File: src/rtl/ha_token_rx.sv
// ha_token_rx -- receiving end of a credit-based token link.
//
// Buffers tokens pushed by an upstream transmitter in a DEPTH-entry FIFO and
// presents them to the consumer through a show-ahead valid/ready interface.
// Every freed slot is returned to the transmitter as a one-cycle credit pulse.
// After reset, DEPTH initial credits are issued before the head token is
// exposed to the consumer.
//
// Optional build macro: HA_TOKEN_RX_PARITY_EN adds even-parity checking of
// incoming tokens (tok_par / par_err ports).
//
// Ports:
//   clk        clock
//   rst        synchronous reset, active low
//   tok_valid  token present on tok_data (no backpressure)
//   tok_data   incoming token
//   tok_par    even-parity bit for tok_data (HA_TOKEN_RX_PARITY_EN only)
//   cred_ret   one-cycle pulse per credit returned
//   out_valid  head token available
//   out_data   head token (show-ahead)
//   out_ready  consumer accepts head token
//   occupancy  number of stored tokens
//   init_done  initial credits fully issued
//   ovf_err    sticky; token arrived while full with no pop
//   par_err    sticky; token failed parity (HA_TOKEN_RX_PARITY_EN only)
//
// FSM:
//   state | meaning
//   INIT  | issuing the initial DEPTH credits, consumer side held off
//   RUN   | steady state, left only through reset
module ha_token_rx #(
  parameter int DATA_BW = 32,
  parameter int DEPTH   = 4
) (
  input  logic                       clk,
  input  logic                       rst,
  input  logic                       tok_valid,
  input  logic [DATA_BW-1:0]         tok_data,
`ifdef HA_TOKEN_RX_PARITY_EN
  input  logic                       tok_par,
  output logic                       par_err,
`endif
  output logic                       cred_ret,
  output logic                       out_valid,
  output logic [DATA_BW-1:0]         out_data,
  input  logic                       out_ready,
  output logic [$clog2(DEPTH+1)-1:0] occupancy,
  output logic                       init_done,
  output logic                       ovf_err
);

  localparam int PW = $clog2(DEPTH);
  localparam int CW = $clog2(DEPTH+1);
  // Room for pend + two events before saturation.
  localparam int SW = CW + 2;

  typedef enum logic {INIT, RUN} stateT;

  stateT             state, stateNext;
  logic [PW-1:0]     initCnt, initCntNext;
  logic [DATA_BW-1:0] mem [DEPTH];
  logic [PW-1:0]     wrPtr, rdPtr;
  logic [CW-1:0]     pend, pendNext;
  logic [SW-1:0]     pendSum;
  logic [1:0]        events;
  logic              isFull, pop, push, ovfHit, parOk, parBad, credNow;

  always_comb begin
    isFull    = (occupancy == CW'(DEPTH));
    out_valid = (state == RUN) && (occupancy != '0);
    out_data  = mem[rdPtr];
    init_done = (state == RUN);
    pop       = out_valid & out_ready;
`ifdef HA_TOKEN_RX_PARITY_EN
    parOk     = ~(^tok_data ^ tok_par);
`else
    parOk     = 1'b1;
`endif
    parBad    = tok_valid & ~parOk;
    push      = tok_valid & parOk & (~isFull | pop);
    ovfHit    = tok_valid & parOk & isFull & ~pop;
    // A rejected parity token never used its slot, so its credit goes back.
    events    = {1'b0, pop} + {1'b0, parBad};
    credNow   = (pend != '0);
    pendSum   = SW'(pend) + SW'(events) - SW'(credNow);
    pendNext  = (pendSum > SW'(DEPTH)) ? CW'(DEPTH) : pendSum[CW-1:0];
  end

  always_comb begin
    stateNext   = state;
    initCntNext = initCnt;
    if (state == INIT && credNow) begin
      initCntNext = initCnt + PW'(1);
      if (initCnt == PW'(DEPTH-1)) stateNext = RUN;
    end
  end

  always_ff @(posedge clk) begin
    if (!rst) begin
      state   <= INIT;
      initCnt <= '0;
    end else begin
      state   <= stateNext;
      initCnt <= initCntNext;
    end
  end

  always_ff @(posedge clk) begin
    if (!rst) begin
      for (int i = 0; i < DEPTH; i++) mem[i] <= '0;
      wrPtr     <= '0;
      rdPtr     <= '0;
      occupancy <= '0;
      pend      <= CW'(DEPTH);
      cred_ret  <= 1'b0;
      ovf_err   <= 1'b0;
`ifdef HA_TOKEN_RX_PARITY_EN
      par_err   <= 1'b0;
`endif
    end else begin
      if (push) begin
        mem[wrPtr] <= tok_data;
        wrPtr      <= wrPtr + PW'(1);
      end
      if (pop) rdPtr <= rdPtr + PW'(1);
      case ({push, pop})
        2'b10:   occupancy <= occupancy + CW'(1);
        2'b01:   occupancy <= occupancy - CW'(1);
        default: occupancy <= occupancy;
      endcase
      pend     <= pendNext;
      cred_ret <= credNow;
      if (ovfHit) ovf_err <= 1'b1;
`ifdef HA_TOKEN_RX_PARITY_EN
      if (parBad) par_err <= 1'b1;
`endif
    end
  end

endmodule
File: config.mk
export PLATFORM = sky130hd
export DESIGN_NAME = ha_token_rx
export DESIGN_NICKNAME = d
export VERILOG_FILES = /design/src/rtl/ha_token_rx.sv
export SDC_FILE = /design/constraint.sdc
export NUM_CORES = 1
export LEC_CHECK = 0
export CAP_MARGIN = 20
export CORE_MARGIN = 4
export CORE_UTILIZATION = 52
export CTS_BUF_LIST = sky130_fd_sc_hd__clkbuf_4 sky130_fd_sc_hd__clkbuf_8
export CTS_CLUSTER_DIAMETER = 120
export DETAILED_ROUTE_END_ITERATION = 7
export GPL_ROUTABILITY_DRIVEN = 0
export PLACE_DENSITY = 0.88
export SYNTH_ARGS = -nofsm -noshare
export SYNTH_HDL_FRONTEND = slang
export SYNTH_SLANG_ARGS = --single-unit
File: constraint.sdc
create_clock -name clk -period 3.9 [get_ports clk]
set_input_delay 0.78 -clock clk [delete_from_list [all_inputs] [get_ports clk]]
set_output_delay 0.78 -clock clk [all_outputs]
set_load 0.01 [all_outputs]
==> out/qor.yml <==
core_mm2: 0.0116
synth_cells: 448
final_cells: 679
cts_hold_buf: 0
hold_end: "ovf_err"
maxCapViolCount: 0
fp-row-count: 39
timing.hold.ws_ns: 0.484
arrival_ns: 2.47
ant_nets: 0
area_growth_pct: 21.2
clockBufferDepth: 2
die_x_um: 117
synth.area.top_cells: "edfxtp_1, mux4_2, nor2_1, dfxtp_1, nand2_1"
htree_levels: 4
cts_sinks: 145
initial_core_util: 0.538
async_reset_ff_frac: 0
cts.reportedPaths.clkPinSlew_ns: 0.09
rsz0062_at_grt: "false"
finalSetupViolations: 0
total_leakage_power_uw: 0.00271
drv_slew: 0
status: "complete, no violations"
synth_flop_cell: "edfxtp_1"
grt_overflow: 0
holdPathStages: 1
yosys_register_bits: 145
crit_slowest_cell: "dfxtp_2"
finalWirelength_mm: 13.1
synth_warnings: 0
grt_use_total: 0.197
grt_pass1_vias: 4099
drive_gt1_frac: 0.162
synth.most_common_cell: "nor2_1"
synth_common_cells: "nor2_1, edfxtp_1, nand2_1, mux4_2, dfxtp_1"
drc_errors: 0
grt_start_max_net_pins: 36
hold_class: "register to register"
avgViaCountPerCell: 5.68
drt_iter0_markers: 313
finalHoldViolCount: 0
dr.pass1.iters: 5
dieArea_mm2: 0.0138
cts_tree: "yes"
die_h_um: 117
root_buffer: "clkbuf_8"
pre_cts_slack_ns: 0.548
synth_top_area_frac: 0.617
crit_path_max_fanout: 19
power_density_mw_per_mm2: 492
design_area_mm2: 0.00754
criticalPathCategory: "register to output port"
synth.yosys.seq_area_share: 0.672
dp_hpwl_mm: 8.06
finClkSkew_ns: 0.0103
numCtsBuffers: 17
max_freq_mhz: 307
reg2reg_to: "pend[2]"
antennaDiodeCount: 0
antenna_found_initial: 0
regToRegSetupSlack_ns: 1.28
max_stage_delay_ns: 0.68
relSlewSlack: 0.421
tns_ns: 0
syn_avg_cell_area_um2: 13.9
cp-end-kind: "output port"
start_kind: "register"
worst_slack_ns: 0.645
min-delay-start: "ovf_err"
grt_pass1_wl_mm: 21.1
nets: 568
synth-edff-count: 128
worst_r2r_startpoint: "occupancy[0]"
numPortBuffers: 74
period_minus_slack_ns: 3.25
place_area_mm2: 0.00714
cp_data_required_time_ns: 3.12
crit_chain: "buf_12 -> mux4_2 -> clkdlybuf4s50_1"
dp_cells: 647
ir_drop_uv: 256
worst_pin_slew_ns: 0.869
period_share: 0.834
cts_resized: 0
clk_latency_ns: 0.44
netlist_area_mm2: 0.00622
yosysTopAreaCell: "edfxtp_1"
post_cts_buffers: 0
ioPinCount: 75
reg2regPathDepth: 9
num_vias: 3857
synth_fp_nets: 493
yosysUniqueCellTypes: 36
wl_per_cell_um: 19.3
-- state kept, by name, summed over array words and instances (netlist names), named ones only --
name	flops
mem	128
occupancy	3
pend	3
initCnt	2
rdPtr	2
wrPtr	2
cred_ret	1
init_done	1
ovf_err	1
-- routing by layer --
layer | wire [µm] | vias to the layer above | GRT usage
met5 | 0 | - | 0
met4 | 170 | 0 | 0.0645
met3 | 965 | 16 | 0.0568
met2 | 7100 | 182 | 0.354
met1 | 4870 | 1907 | 0.228
li1 | - | 1752 | -
-- logic make-up (layout without fill, tap and decap cells) --
logic type | Yosys count | after routing | share of synthesized area
simple gates | 197 | 197 | 0.127
flops | 145 | 145 | 0.672
buf+inv | 40 | 128 | 0.0334
mux | 33 | 33 | 0.117
compound gates | 19 | 19 | 0.0229
fa+ha+maj | 9 | 9 | 0.0205
xor+xnor | 5 | 5 | 0.00703
-- power by group --
part	switching (µW)	internal, µW	leakage, µW
sequential	70.5	1840	0.00148
combinational	326	305	0.00103
clock	633	537	0.000199
total	1030	2690	0.00271
-- final cells by class --
cell class	instances	area [µm²]
tap	143	179
timing repair buffer	85	868
sequential	145	4190
inverter	11	41.3
multi-input combinational	263	1870
clock buffer	17	234
fill	786	4020
clock inverter	15	168
-- stage by stage --
stage / util / total power (µW)
finish: 0.652 / 3720
global route: 0.652 / 3870
CTS: 0.652 / 3730
detailed placement: 0.618 / 2580
global placement: 0.618 / 2540
floorplan: - / 2300
-- layout by cell type (no fill, tap or decap), drive strengths merged, types with 2 or more instances in the layout --
cell type and n:
nand3b 2, o21ai 2, or3 4, inv 19
xnor2 5, ha 7, clkinv 4, nand2 38
mux4 32, nand3 3, dfxtp 17, clkdlybuf4s50 73
fa 2, nor3 2, clkbuf 17, o31ai 3
or2 2, a21oi 5, buf 12, nor2 140
nor2b 3, edfxtp 128, clkinvlp 2
-- how the worst max path moves through the flow --
stage,end,cells after the start,slack (ns)
finish,out_data[29],3,0.65
global route,out_data[31],3,0.49
CTS,out_data[31],3,0.60
detailed placement,pend[2],10,0.55
global placement,pend[2],10,0.66
floorplan,mem[3][0],4,0.87
-- critical path: cells and delay by family (launching register included) --
kind | cells | cell delay, ns
muxes | 1 | 0.56
DFF | 1 | 0.68
buffers and inverters | 2 | 0.77
Note: power is estimated with default switching activity, not from simulation.
